===== config.mk =====
export PLATFORM = sky130hd
export DESIGN_NAME = pipeline_hazard_ctrl_flat
export DESIGN_NICKNAME = d
export VERILOG_FILES = /design/src/rtl/pipeline_hazard_ctrl_pkg.sv /design/src/rtl/pipeline_hazard_ctrl_if.sv /design/src/rtl/pipeline_hazard_ctrl_fwd.sv /design/src/rtl/pipeline_hazard_ctrl.sv /design/src/flat_wrapper.sv
export SDC_FILE = /design/constraint.sdc
export NUM_CORES = 1
export LEC_CHECK = 0
export BUFFER_PORTS_ARGS = -buffer_cell sky130_fd_sc_hd__buf_4
export CAP_MARGIN = 20
export CORE_ASPECT_RATIO = 1.2
export CORE_MARGIN = 2
export CORE_UTILIZATION = 35
export CTS_CLUSTER_SIZE = 25
export DETAILED_ROUTE_END_ITERATION = 10
export SLEW_MARGIN = 20
export SYNTH_ARGS = -nofsm -noshare
export SYNTH_HDL_FRONTEND = slang
export SYNTH_SLANG_ARGS = --single-unit
export TNS_END_PERCENT = 10

===== constraint.sdc =====
create_clock -name clk -period 5.2 [get_ports clk]
set_clock_uncertainty 0.15 [all_clocks]
set_input_delay 1.04 -clock clk [delete_from_list [all_inputs] [get_ports clk]]
set_output_delay 1.04 -clock clk [all_outputs]
set_load 0.01 [all_outputs]

===== src/rtl/pipeline_hazard_ctrl_pkg.sv =====
// rv32_pkg: RV32I opcodes, forwarding mux codes and hazard FSM states
// shared by the hazard controller slice.
package rv32_pkg;
  localparam logic [6:0] OP_BRANCH = 7'b1100011;
  localparam logic [6:0] OP_LOAD   = 7'b0000011;
  localparam logic [6:0] OP_STORE  = 7'b0100011;
  localparam logic [6:0] OP_IMM    = 7'b0010011;
  localparam logic [6:0] OP_REG    = 7'b0110011;
  localparam logic [1:0] FWD_RF    = 2'b00;
  localparam logic [1:0] FWD_EXMEM = 2'b10;
  localparam logic [1:0] FWD_MEMWB = 2'b01;
  typedef enum logic [1:0] {RUN, MEM_WAIT, REDIR_WAIT} state_t;
  function automatic logic uses_rs1(input logic [6:0] op);
    return op inside {OP_BRANCH, OP_LOAD, OP_STORE, OP_IMM, OP_REG};
  endfunction
  function automatic logic uses_rs2(input logic [6:0] op);
    return op inside {OP_BRANCH, OP_STORE, OP_REG};
  endfunction
endpackage


===== src/rtl/pipeline_hazard_ctrl_if.sv =====
// pipeline_hazard_ctrl_if: pipeline status in, stage-register control out.
// HAZARD_PERF_CNT_EN adds the stall_cnt/flush_cnt performance counters.
interface pipeline_hazard_ctrl_if
`ifdef HAZARD_PERF_CNT_EN
  #(parameter int CNT_W = 32)
`endif
  ;
  logic [6:0] id_op;
  logic [4:0] id_rs1, id_rs2, ex_rs1, ex_rs2, ex_rd, mem_rd, wb_rd;
  logic       ex_mem_read, mem_reg_write, wb_reg_write;
  logic       ex_br_taken, imem_ready, dmem_req, dmem_ready;
  logic       pc_en, if_id_en, id_ex_en, ex_mem_en, pc_sel;
  logic       if_id_flush, id_ex_flush, mem_wb_flush, bus_err;
  logic [1:0] fwd_a, fwd_b;
`ifdef HAZARD_PERF_CNT_EN
  logic [CNT_W-1:0] stall_cnt, flush_cnt;
`endif
  modport master (
    output id_op, id_rs1, id_rs2, ex_rs1, ex_rs2, ex_rd, mem_rd, wb_rd,
           ex_mem_read, mem_reg_write, wb_reg_write,
           ex_br_taken, imem_ready, dmem_req, dmem_ready,
    input  pc_en, if_id_en, id_ex_en, ex_mem_en, pc_sel,
           if_id_flush, id_ex_flush, mem_wb_flush, bus_err, fwd_a, fwd_b
`ifdef HAZARD_PERF_CNT_EN
    , stall_cnt, flush_cnt
`endif
  );
  modport slave (
    input  id_op, id_rs1, id_rs2, ex_rs1, ex_rs2, ex_rd, mem_rd, wb_rd,
           ex_mem_read, mem_reg_write, wb_reg_write,
           ex_br_taken, imem_ready, dmem_req, dmem_ready,
    output pc_en, if_id_en, id_ex_en, ex_mem_en, pc_sel,
           if_id_flush, id_ex_flush, mem_wb_flush, bus_err, fwd_a, fwd_b
`ifdef HAZARD_PERF_CNT_EN
    , stall_cnt, flush_cnt
`endif
  );
endinterface


===== src/rtl/pipeline_hazard_ctrl_fwd.sv =====
// hazard_fwd_unit: EX operand forwarding select and load-use detection,
// purely combinational; x0 is never forwarded or treated as a hazard.
module hazard_fwd_unit
  import rv32_pkg::*;
(
  input  logic [6:0] id_op,
  input  logic [4:0] id_rs1,
  input  logic [4:0] id_rs2,
  input  logic [4:0] ex_rs1,
  input  logic [4:0] ex_rs2,
  input  logic [4:0] ex_rd,
  input  logic [4:0] mem_rd,
  input  logic [4:0] wb_rd,
  input  logic       ex_mem_read,
  input  logic       mem_reg_write,
  input  logic       wb_reg_write,
  output logic [1:0] fwd_a,
  output logic [1:0] fwd_b,
  output logic       load_use
);
  function automatic logic [1:0] fwd_sel(input logic [4:0] rs, input logic mw, input logic [4:0] md,
                                         input logic ww, input logic [4:0] wd);
    return (mw && md != '0 && md == rs) ? FWD_EXMEM : (ww && wd != '0 && wd == rs) ? FWD_MEMWB : FWD_RF;
  endfunction
  assign fwd_a = fwd_sel(ex_rs1, mem_reg_write, mem_rd, wb_reg_write, wb_rd);
  assign fwd_b = fwd_sel(ex_rs2, mem_reg_write, mem_rd, wb_reg_write, wb_rd);
  assign load_use = ex_mem_read && ex_rd != '0 &&
                    ((uses_rs1(id_op) && ex_rd == id_rs1) || (uses_rs2(id_op) && ex_rd == id_rs2));
endmodule


===== src/rtl/pipeline_hazard_ctrl.sv =====
// pipeline_hazard_ctrl: 5-stage RV32I sequencer (stalls, flushes, forwarding, dmem timeout).
// HAZARD_PERF_CNT_EN adds saturating stall_cnt/flush_cnt outputs of width CNT_W.
module pipeline_hazard_ctrl
  import rv32_pkg::*;
#(
  parameter int DMEM_TIMEOUT = 255
`ifdef HAZARD_PERF_CNT_EN
  , parameter int CNT_W = 32
`endif
) (
  input logic clk,
  input logic rst_n,
  pipeline_hazard_ctrl_if.slave bus
);
  state_t      state_q, state_d, eff;
  logic [15:0] cnt_q, cnt_d;
  logic        pend_q, pend_d;
  logic        load_use, miss, tmo, freeze;
  logic [1:0]  fwd_a, fwd_b;
  logic        pc_en, if_id_en, id_ex_en, ex_mem_en, pc_sel, if_id_flush, id_ex_flush, mem_wb_flush;
  hazard_fwd_unit u_fwd (
    .id_op(bus.id_op), .id_rs1(bus.id_rs1), .id_rs2(bus.id_rs2),
    .ex_rs1(bus.ex_rs1), .ex_rs2(bus.ex_rs2), .ex_rd(bus.ex_rd),
    .mem_rd(bus.mem_rd), .wb_rd(bus.wb_rd), .ex_mem_read(bus.ex_mem_read),
    .mem_reg_write(bus.mem_reg_write), .wb_reg_write(bus.wb_reg_write),
    .fwd_a(fwd_a), .fwd_b(fwd_b), .load_use(load_use)
  );
  // A releasing MEM_WAIT cycle behaves like the state it will return to, so a held branch is not lost.
  always_comb begin
    miss         = bus.dmem_req && !bus.dmem_ready;
    tmo          = state_q == MEM_WAIT && cnt_q == 16'(DMEM_TIMEOUT - 1) && !bus.dmem_ready;
    freeze       = state_q == MEM_WAIT ? !bus.dmem_ready && !tmo : miss;
    eff          = state_q == MEM_WAIT ? (pend_q ? REDIR_WAIT : RUN) : state_q;
    pc_en        = 1'b1;
    if_id_en     = 1'b1;
    id_ex_en     = 1'b1;
    ex_mem_en    = 1'b1;
    pc_sel       = 1'b0;
    if_id_flush  = 1'b0;
    id_ex_flush  = 1'b0;
    mem_wb_flush = 1'b0;
    state_d      = RUN;
    cnt_d        = '0;
    pend_d       = 1'b0;
    if (freeze) begin
      {pc_en, if_id_en, id_ex_en, ex_mem_en} = '0;
      mem_wb_flush = 1'b1;
      state_d      = MEM_WAIT;
      cnt_d        = state_q == MEM_WAIT ? cnt_q + 16'd1 : '0;
      pend_d       = state_q == MEM_WAIT ? pend_q : state_q == REDIR_WAIT;
    end else if (eff == REDIR_WAIT) begin
      pc_en       = bus.imem_ready;
      if_id_flush = 1'b1;
      state_d     = bus.imem_ready ? RUN : REDIR_WAIT;
    end else if (bus.ex_br_taken) begin
      pc_sel      = 1'b1;
      if_id_flush = 1'b1;
      id_ex_flush = 1'b1;
      state_d     = bus.imem_ready ? RUN : REDIR_WAIT;
    end else if (load_use) begin
      pc_en       = 1'b0;
      if_id_en    = 1'b0;
      id_ex_flush = 1'b1;
    end else begin
      pc_en       = bus.imem_ready;
      if_id_flush = !bus.imem_ready;
    end
  end
`ifdef HAZARD_PERF_CNT_EN
  logic [CNT_W-1:0] stall_cnt_q, stall_cnt_d, flush_cnt_q, flush_cnt_d;
  always_comb begin
    stall_cnt_d = (!pc_en && stall_cnt_q != '1) ? stall_cnt_q + CNT_W'(1) : stall_cnt_q;
    flush_cnt_d = (pc_sel && flush_cnt_q != '1) ? flush_cnt_q + CNT_W'(1) : flush_cnt_q;
  end
  assign bus.stall_cnt = stall_cnt_q;
  assign bus.flush_cnt = flush_cnt_q;
`endif
  always_ff @(posedge clk or negedge rst_n) begin
    if (!rst_n) begin
      state_q     <= RUN;
      cnt_q       <= '0;
      pend_q      <= 1'b0;
`ifdef HAZARD_PERF_CNT_EN
      stall_cnt_q <= '0;
      flush_cnt_q <= '0;
`endif
    end else begin
      state_q     <= state_d;
      cnt_q       <= cnt_d;
      pend_q      <= pend_d;
`ifdef HAZARD_PERF_CNT_EN
      stall_cnt_q <= stall_cnt_d;
      flush_cnt_q <= flush_cnt_d;
`endif
    end
  end
  // While reset is low the outputs show the idle RUN pattern regardless of inputs.
  assign bus.pc_en        = pc_en | ~rst_n;
  assign bus.if_id_en     = if_id_en | ~rst_n;
  assign bus.id_ex_en     = id_ex_en | ~rst_n;
  assign bus.ex_mem_en    = ex_mem_en | ~rst_n;
  assign bus.pc_sel       = pc_sel & rst_n;
  assign bus.if_id_flush  = if_id_flush & rst_n;
  assign bus.id_ex_flush  = id_ex_flush & rst_n;
  assign bus.mem_wb_flush = mem_wb_flush & rst_n;
  assign bus.bus_err      = tmo & rst_n;
  assign bus.fwd_a        = rst_n ? fwd_a : FWD_RF;
  assign bus.fwd_b        = rst_n ? fwd_b : FWD_RF;
endmodule

===== src/flat_wrapper.sv =====
// flat-port wrapper written by rule: the top's interface ports become plain ports
module pipeline_hazard_ctrl_flat import rv32_pkg::*;
#(
  parameter int DMEM_TIMEOUT = 255

)
  (clk, rst_n, bus_id_op, bus_id_rs1, bus_id_rs2, bus_ex_rs1, bus_ex_rs2, bus_ex_rd, bus_mem_rd, bus_wb_rd, bus_ex_mem_read, bus_mem_reg_write, bus_wb_reg_write, bus_ex_br_taken, bus_imem_ready, bus_dmem_req, bus_dmem_ready, bus_pc_en, bus_if_id_en, bus_id_ex_en, bus_ex_mem_en, bus_pc_sel, bus_if_id_flush, bus_id_ex_flush, bus_mem_wb_flush, bus_bus_err, bus_fwd_a, bus_fwd_b);
  pipeline_hazard_ctrl_if bus_i ();
  input logic clk;
  input logic rst_n;
  input wire logic [$bits(bus_i.id_op)-1:0] bus_id_op;
  input wire logic [$bits(bus_i.id_rs1)-1:0] bus_id_rs1;
  input wire logic [$bits(bus_i.id_rs2)-1:0] bus_id_rs2;
  input wire logic [$bits(bus_i.ex_rs1)-1:0] bus_ex_rs1;
  input wire logic [$bits(bus_i.ex_rs2)-1:0] bus_ex_rs2;
  input wire logic [$bits(bus_i.ex_rd)-1:0] bus_ex_rd;
  input wire logic [$bits(bus_i.mem_rd)-1:0] bus_mem_rd;
  input wire logic [$bits(bus_i.wb_rd)-1:0] bus_wb_rd;
  input wire logic [$bits(bus_i.ex_mem_read)-1:0] bus_ex_mem_read;
  input wire logic [$bits(bus_i.mem_reg_write)-1:0] bus_mem_reg_write;
  input wire logic [$bits(bus_i.wb_reg_write)-1:0] bus_wb_reg_write;
  input wire logic [$bits(bus_i.ex_br_taken)-1:0] bus_ex_br_taken;
  input wire logic [$bits(bus_i.imem_ready)-1:0] bus_imem_ready;
  input wire logic [$bits(bus_i.dmem_req)-1:0] bus_dmem_req;
  input wire logic [$bits(bus_i.dmem_ready)-1:0] bus_dmem_ready;
  output wire logic [$bits(bus_i.pc_en)-1:0] bus_pc_en;
  output wire logic [$bits(bus_i.if_id_en)-1:0] bus_if_id_en;
  output wire logic [$bits(bus_i.id_ex_en)-1:0] bus_id_ex_en;
  output wire logic [$bits(bus_i.ex_mem_en)-1:0] bus_ex_mem_en;
  output wire logic [$bits(bus_i.pc_sel)-1:0] bus_pc_sel;
  output wire logic [$bits(bus_i.if_id_flush)-1:0] bus_if_id_flush;
  output wire logic [$bits(bus_i.id_ex_flush)-1:0] bus_id_ex_flush;
  output wire logic [$bits(bus_i.mem_wb_flush)-1:0] bus_mem_wb_flush;
  output wire logic [$bits(bus_i.bus_err)-1:0] bus_bus_err;
  output wire logic [$bits(bus_i.fwd_a)-1:0] bus_fwd_a;
  output wire logic [$bits(bus_i.fwd_b)-1:0] bus_fwd_b;
  assign bus_i.id_op = bus_id_op;
  assign bus_i.id_rs1 = bus_id_rs1;
  assign bus_i.id_rs2 = bus_id_rs2;
  assign bus_i.ex_rs1 = bus_ex_rs1;
  assign bus_i.ex_rs2 = bus_ex_rs2;
  assign bus_i.ex_rd = bus_ex_rd;
  assign bus_i.mem_rd = bus_mem_rd;
  assign bus_i.wb_rd = bus_wb_rd;
  assign bus_i.ex_mem_read = bus_ex_mem_read;
  assign bus_i.mem_reg_write = bus_mem_reg_write;
  assign bus_i.wb_reg_write = bus_wb_reg_write;
  assign bus_i.ex_br_taken = bus_ex_br_taken;
  assign bus_i.imem_ready = bus_imem_ready;
  assign bus_i.dmem_req = bus_dmem_req;
  assign bus_i.dmem_ready = bus_dmem_ready;
  assign bus_pc_en = bus_i.pc_en;
  assign bus_if_id_en = bus_i.if_id_en;
  assign bus_id_ex_en = bus_i.id_ex_en;
  assign bus_ex_mem_en = bus_i.ex_mem_en;
  assign bus_pc_sel = bus_i.pc_sel;
  assign bus_if_id_flush = bus_i.if_id_flush;
  assign bus_id_ex_flush = bus_i.id_ex_flush;
  assign bus_mem_wb_flush = bus_i.mem_wb_flush;
  assign bus_bus_err = bus_i.bus_err;
  assign bus_fwd_a = bus_i.fwd_a;
  assign bus_fwd_b = bus_i.fwd_b;
  pipeline_hazard_ctrl #(.DMEM_TIMEOUT(DMEM_TIMEOUT)) u_core (.clk(clk), .rst_n(rst_n), .bus(bus_i));
endmodule

==> results of run 1 <==
## layout make-up
| class | instances | share of cell area (%) |
|---|---|---|
| tap | 54 | 3.33 |
| sequential | 19 | 23.4 |
| multi-input combinational | 139 | 46.9 |
| clock buffer | 4 | 2.22 |
| inverter | 5 | 0.924 |
| timing repair buffer | 63 | 23.3 |
## per-stage QoR
step	area (um2)	cells
CTS	2030	284
floorplan	1460	165
finish	2030	284
global route	2030	284
detailed placement	1990	280
global placement	1990	280
## worst min path at each step
stage                                    from                        end  cells after the start
floorplan           u_core.cnt_q[0]$_DFF_PN0_  u_core.cnt_q[0]$_DFF_PN0_                      1
global placement    u_core.cnt_q[0]$_DFF_PN0_  u_core.cnt_q[0]$_DFF_PN0_                      1
detailed placement  u_core.cnt_q[0]$_DFF_PN0_  u_core.cnt_q[0]$_DFF_PN0_                      1
CTS                 u_core.cnt_q[0]$_DFF_PN0_  u_core.cnt_q[0]$_DFF_PN0_                      1
global route        u_core.cnt_q[0]$_DFF_PN0_  u_core.cnt_q[0]$_DFF_PN0_                      1
finish              u_core.cnt_q[0]$_DFF_PN0_  u_core.cnt_q[0]$_DFF_PN0_                      1
## sequential cells by signal, summed over array words and instances, names as in the netlist
signal,cells
u_core.state_q,2
u_core.cnt_q,16
u_core.pend_q,1
## synth_stat cells, drive strengths merged, types with 2 or more instances
cell    instances  area [um2]
nand4           3        18.8
nand2b          2        12.5
nor3b           2        15.0
xor2           32         280
o21ai           3        15.0
o21bai          2        15.0
inv             5        18.8
nor2           22        82.6
nand3          10        50.1
nor2b           2        12.5
dfrtp          19         475
and2            4        28.8
nor3            5        25.0
ha              2        25.0
buf             2        15.0
xnor2          12         105
a21oi           3        15.0
nor4            9        71.3
nand2           8        30.0
or4             6        46.3
## where the power goes
group	switching, uW	internal [uW]	leakage [uW]
logic	38.1	47.4	0.000603
clock network	47.0	54.5	0.0000228
registers	1.35	150	0.000263
## logic make-up after synthesis
kind of cell / count (synthesis) / share of synthesized area [%]
fa+ha+maj: 2 / 1.71
xor+xnor: 44 / 26.4
simple gates: 80 / 31.2
compound gates: 13 / 5.91
buf+inv: 7 / 2.31
flops: 19 / 32.5
## worst max-delay path, cell delays in order
cell	delay, ps
buf_4	120
or4_1	520
o21ai_0	370
o31ai_1	110
a31oi_1	200
buf_4	150
## layer usage
metal | part of all wire (%) | global-route usage (%) | wire length (um)
met4 | 1.7 | 5.93 | 59
met2 | 48 | 29.4 | 1700
met1 | 42 | 18.3 | 1490
met5 | 0 | 0 | 0
met3 | 7.5 | 3.59 | 263
==> results.cfg, run 1 <==
[global_routing]
antenna_found_initial = 0
overflow = 0
grt_max_degree = 28
grt_pass1_vias = 1458
grt_pass1_wl_um = 6040
grt.total_usage_pct = 16.0

[yosys]
syn_area_um2 = 1460
avgSynthCellArea_um2 = 8.86
synth_nets = 218
syn_inst = 165
synth_edf_count = 0
yosysSeqAreaShare_pct = 32.5
yosysUniqueCellTypes = 36
yosysWarnings = 0
ys_async_sr_fraction_pct = 100
synth_ff_type = dfrtp_1
synth-seq-cells = 19

[cts]
clock_path_buffers = 2
post_cts_buffers = 0
path_clk_slew_ps = 70
numCtsBuffers = 3
insertion_delay_ps = 250
postCtsResizedCells = 0
cts_num_sinks = 19
htreeDepth = 1
clock-root-buffer = clkbuf_8
cts_tree = done
hold_buffers = 0

[floorplanning]
pin_count = 64
die_area_um2 = 4710
fp.dieW_um = 63.0
initial_utilization_pct = 36.8
die_h_um = 74.8
rows = 25
core_area_um2 = 3970

[route]
drt-total-wl_um = 3510
drtIter0Drc = 47
num_vias = 1387
ant_nets = 0
viasPerCell = 4.88
wire_per_inst_um = 12.4
drcViolationCount = 0
first_pass_iters = 4

[layout]
fillers = 422
area_delta_synth_final_pct = 39.0
final_common_cell = buf_4
finalNetCount = 284
antenna_cells = 0
drive_gt1_share_pct = 32.2
register_area_um2 = 475
postLayoutCoreUtil_pct = 51.1
multiInputGateArea_um2 = 952
layout_common_cells = 63 x buf_4, 32 x xor2_1, 22 x nor2_1

[timing]
fin_crit_ps = 3690
hold_ws_ps = 362
rsz0062_at_grt = no
setup_viol = 0
max_freq_mhz = 271
setup_ws_ps = 1510
drv_slew = 0
tns_ps = 0
finalHoldViolations = 0
worst_pin_slew_ps = 522
period_share_pct = 70.9
maxSlewHeadroom_pct = 65.1

[worst_setup_path]
crit_start = bus_ex_rd[1]
cp-start-kind = input pin
reg2regPathDepth = 7
cp.required_ps = 4010
reg2reg_to = u_core.cnt_q[8]$_DFF_PN0_
rrSetupSlack_ps = 3020
r2r_start = u_core.cnt_q[0]$_DFF_PN0_
crit_arrival_ps = 2500
crit_type = in2out
endpoint = bus_pc_en
endpoint_kind = primary output
critPathMaxFanout = 4

[place]
place_congestion = 0.756
post-place-ws_ps = 1520
io_buffers = 63
hpwl_um = 2870

[pwr]
power_uw = 338
power_density_nw_per_um2 = 166
p_leak_uw = 0.000889
irDropWorstVdd_v = 0.0000698

[hold_path]
hold_path.class = reg2reg

[outcome]
status = completed

[run]
drv_cap = 0
No activity file was read; power rests on OpenSTA's default activity.
==> run 2, diff against run 1 <==
- clock period: 5.2 -> 3.1 ns (I/O delays scaled with it)
==> run 2 against run 1 <==
Compared with the run above:
- flip-flop and latch count unchanged
- via count hardly changed
- register-to-register slack got worse by 2300 ps
- core utilization rose by 1.4 points
- total power increased by 70%
- worst setup slack worse by 1500 ps
- combinational power grew 79%
- first-iteration DRC count rose by 68%
- non-clock buffer count rose by 3
- die area unchanged
- critical endpoint unchanged
==> results.cfg, run 2 (synthesized netlist as in run 1, its figures left out) <==
[worst_setup_path]
endpoint_kind = primary output
crit_arrival_ps = 2290
crit_type = reg2out
cp-start-kind = flip-flop
slowest_stage = or4b_4
cp.required_ps = 2330
reg2reg_to = u_core.cnt_q[5]$_DFF_PN0_
reg2regPathDepth = 7
r2r_start = u_core.cnt_q[0]$_DFF_PN0_
rrSetupSlack_ps = 740
path_cells = inv_1, ha_2, or4b_4, nor4_4, a211oi_4, and2_4, a31oi_4, buf_6
max_stage_delay_ps = 480
critPathMaxFanout = 7

[pwr]
power_density_nw_per_um2 = 276
p_leak_uw = 0.000908
irDropWorstVdd_v = 0.000177

[layout]
finalNetCount = 287
drive_gt1_share_pct = 34.3
final_cell_area_um2 = 2090
layout_common_cells = 65 x buf_4, 32 x xor2_1, 22 x nor2_1
fillers = 400
final_common_cell = buf_4
area_delta_synth_final_pct = 43.0
largest_reg_flops = 16
reg_top3 = u_core.cnt_q: 16 flops, u_core.state_q: 2 flops, u_core.pend_q: 1 flops
antenna_cells = 0
multiInputGateArea_um2 = 983
top_register = u_core.cnt_q
register_area_um2 = 475
postLayoutCoreUtil_pct = 52.6
final_cells = 287

[global_routing]
antenna_found_initial = 0
grt_pass1_wl_um = 6040
grt.total_usage_pct = 16.1
grt_max_degree = 17
overflow = 0
grt_pass1_vias = 1422

[place]
io_buffers = 63
hpwl_um = 2980
place_congestion = 0.815
dp_cells = 281
dpl-instance-area_um2 = 1990

[cts]
hold_buffers = 0
insertion_delay_ps = 250
numCtsBuffers = 3
cts_tree = done
clock_path_buffers = 2
htreeDepth = 1
clock-root-buffer = clkbuf_8
path_clk_slew_ps = 70
cts_num_sinks = 19

[outcome]
status = completed

[timing]
period_share_pct = 98.6
tns_ps = 0
maxSlewHeadroom_pct = 64.4
rsz0062_at_grt = yes
hold_ws_ps = 52.8
finalHoldViolations = 0
max_freq_mhz = 327
worst_pin_slew_ps = 532
drv_slew = 0
fin_crit_ps = 3060
setup_viol = 0

[floorplanning]
pin_count = 64
fp.dieW_um = 63.0
core_area_um2 = 3970
die_h_um = 74.8
rows = 25
die_area_um2 = 4710
initial_utilization_pct = 36.8

[route]
drtIter0Drc = 79
routed.top_layer = met4
viasPerCell = 4.84
wl_met3_um = 323
wl_met1_um = 1460
ant_nets = 0
num_vias = 1388
first_pass_iters = 4
drt-total-wl_um = 3590
wire_per_inst_um = 12.5
wl_met2_um = 1740
drcViolationCount = 0

[hold_path]
hold_path.class = in2async

[run]
drv_cap = 0
-- run 2: what timing repair did --
action,4_1_cts,5_1_grt
hold endpoints to repair,0,0
resized for setup,0,6
buffers inserted,0,2
endpoints found under the setup margin,0,3
-- run 2: worst max-delay path, delay by kind of cell (launching register included) --
kind                     cells  cell delay (ps)
adder cells (fa/ha/maj)      1              180
AO/OA/AOI/OAI                2              280
flip-flops                   1              410
buffers and inverters        2              200
AND/OR/NAND/NOR              3              960
-- run 2: cell type report --
class	instances	area share (%)
Clock buffer	4	2.16
Sequential cell	19	22.8
Multi-Input combinational cell	139	47.1
Timing Repair Buffer	66	23.9
Inverter	5	0.898
Tap cell	54	3.23
-- run 2: layer usage --
metal | vias to the layer above | global-route usage, %
met2 | 55 | 29.3
met4 | 0 | 7.41
li1 | 711 | -
met1 | 618 | 18.3
met3 | 4 | 3.59
met5 | - | 0
-- run 2: stage by stage --
step,total power [uW],setup slack [ps]
detailed placement,404,257
CTS,578,34.9
global route,612,-68.2
floorplan,315,468
finish,576,42.2
global placement,405,277
-- run 2: report_power, final --
group	internal (uW)	switching, uW	total (uW)
logic	85.1	67.7	153
clock network	91.4	78.9	170
registers	251	2.14	253
-- run 2: worst max path at each step --
stage                         startpoint               to  slack, ps  cells after the start
2_1_floorplan              bus_mem_rd[1]     bus_fwd_a[0]        470                      4
3_3_place_gp               bus_mem_rd[1]     bus_fwd_a[0]        280                      6
3_5_place_dp               bus_mem_rd[1]     bus_fwd_a[0]        260                      6
4_1_cts        u_core.cnt_q[0]$_DFF_PN0_  bus_id_ex_flush         30                      7
5_1_grt        u_core.cnt_q[0]$_DFF_PN0_        bus_pc_en        -70                      8
6_report       u_core.cnt_q[0]$_DFF_PN0_        bus_pc_en         40                      8
==> run 3, diff against run 2 <==
- CORE_UTILIZATION: 35 -> 43
- HOLD_SLACK_MARGIN: unset -> 0.15
- PLACE_DENSITY: unset -> 0.77
==> run 3 against run 2 <==
Compared with the run above:
- wire length decreased by 0.67%
- global-route usage grew 2.5 points
- sequential share of layout area up 0.50 points
- non-clock buffer count shrank 2
- worst hold slack better by 170 ps
- worst setup slack improved by 51 ps
- flip-flop and latch count stayed put
- first-iteration DRC count down 66%
- largest power group unchanged
- core utilization increased by 9.2 points
==> results.cfg, run 3 (synthesized netlist as in run 1, its figures left out) <==
[outcome]
status = completed

[floorplanning]
die_area_um2 = 3880
fp.dieW_um = 57.2
pin_count = 64
die_h_um = 67.9
core_area_um2 = 3310
initial_utilization_pct = 44.2
rows = 23

[route]
wire_per_inst_um = 13.3
num_vias = 1384
drtIter0Drc = 27
drt-total-wl_um = 3570
ant_nets = 0
drcViolationCount = 0
viasPerCell = 5.16
first_pass_iters = 4

[worst_setup_path]
rrSetupSlack_ps = 830
reg2regPathDepth = 7
reg2reg_to = u_core.cnt_q[6]$_DFF_PN0_
critPathMaxFanout = 7
crit_arrival_ps = 2240
cp.required_ps = 2330
endpoint_kind = primary output
cp-start-kind = flip-flop
crit_type = reg2out
r2r_start = u_core.cnt_q[0]$_DFF_PN0_

[global_routing]
grt_pass1_wl_um = 5600
grt_pass1_vias = 1350
grt_max_degree = 27
grt.total_usage_pct = 18.7
overflow = 0
antenna_found_initial = 0

[pwr]
clockPowerShare_pct = 30.2
pwr-share-comb_pct = 26.0
seq_power_share_pct = 43.9
swShare_pct = 26.7
irDropWorstVdd_v = 0.000293
p_int_uw = 423
power_density_nw_per_um2 = 282
p_sw_uw = 154
p_leak_uw = 0.000903

[timing]
rsz0062_at_grt = yes
tns_ps = 0
period_share_pct = 97.0
drv_slew = 0
fin_crit_ps = 3010
finalHoldViolations = 0
max_freq_mhz = 333
setup_viol = 0
worst_pin_slew_ps = 542
maxSlewHeadroom_pct = 63.8

[place]
hpwl_um = 2950
io_buffers = 63
place_congestion = 0.761
dp_cells = 264

[layout]
layout_common_cells = 64 x buf_4, 32 x xor2_1, 22 x nor2_1
antenna_cells = 0
top_register = u_core.cnt_q
area_delta_synth_final_pct = 39.9
largest_reg_flops = 16
reg_top3 = u_core.cnt_q: 16 flops, u_core.state_q: 2 flops, u_core.pend_q: 1 flops
final_cells = 268
final_common_cell = buf_4
finalNetCount = 285
drive_gt1_share_pct = 34.2

[run]
drv_cap = 0

[cts]
path_clk_slew_ps = 80
clock-root-buffer = clkbuf_8
htreeDepth = 1
numCtsBuffers = 3
hold_buffers = 0
cts_tree = done
clock_path_buffers = 2
insertion_delay_ps = 260
cts_num_sinks = 19

[hold_path]
hold_path.class = in2async
-- run 3: cell types whose count changed in the layout (fill, tap and decap cells not counted), sizes merged --
| cell | before | now |
|---|---|---|
| buf | 66 | 64 |
| clkbuf | 4 | 3 |
| clkinv | 0 | 1 |
-- run 3: metrics by stage --
step	area, um2	total power (uW)	setup slack, ps	hold slack (ps)	util, %
finish	2040	577	92.8	218	61.8
global route	2040	605	-12.5	243	61.8
CTS	2020	573	63.5	228	61.0
detailed placement	1970	404	227	364	59.6
global placement	1970	402	291	347	59.6
floorplan	1460	315	468	174	-
-- run 3: area by class of cell --
class	instances	area, um2
inverter	5	18.8
timing repair buffer	64	480
tap	37	46.3
fill	297	1260
multi-input combinational	139	977
sequential	19	475
clock buffer	3	41.3
clock inverter	1	5.00
-- run 3: metal layers --
metal / routed length [um] / global-route usage [%] / part of all wire [%] / vias to the layer above
li1: - / - / - / 702
met1: 1320 / 19.2 / 37 / 636
met2: 2060 / 38.9 / 58 / 40
met3: 124 / 1.70 / 3.5 / 6
met4: 66 / 6.10 / 1.8 / 0
met5: 0 / 0 / 0 / -
-- run 3: what timing repair did --
action,4_1_cts,5_1_grt
endpoints found under the setup margin,0,3
setup buffers,0,0
resized for setup,0,4
-- run 3: worst max path at each step --
stage,startpoint,to,slack (ps),cells past startpoint
final,u_core.cnt_q[0]$_DFF_PN0_,bus_pc_en,90,8
after detailed placement,bus_ex_rd[1],bus_pc_en,230,6
after global placement,bus_ex_rd[1],bus_pc_en,290,6
after global routing,u_core.cnt_q[0]$_DFF_PN0_,bus_pc_en,-10,8
after CTS,u_core.cnt_q[0]$_DFF_PN0_,bus_id_ex_flush,60,7
after floorplan,bus_mem_rd[1],bus_fwd_a[0],470,4
-- run 3: power groups by stage --
stage          sequential, uW  clock, uW  combinational, uW
6_report                  253        174                150
5_1_grt                   253        187                164
4_1_cts                   253        174                147
3_5_place_dp              258          0                146
3_3_place_gp              258          0                144
2_1_floorplan             257          0               57.9
-- run 3: critical path, stage by stage (launching register included) --
cell and delay (ps):
dfrtp_1 430, inv_1 70, ha_1 160, or4b_4 470
nor4_4 210, a211oi_4 150, and2_4 190, a31oi_1 140
buf_4 140
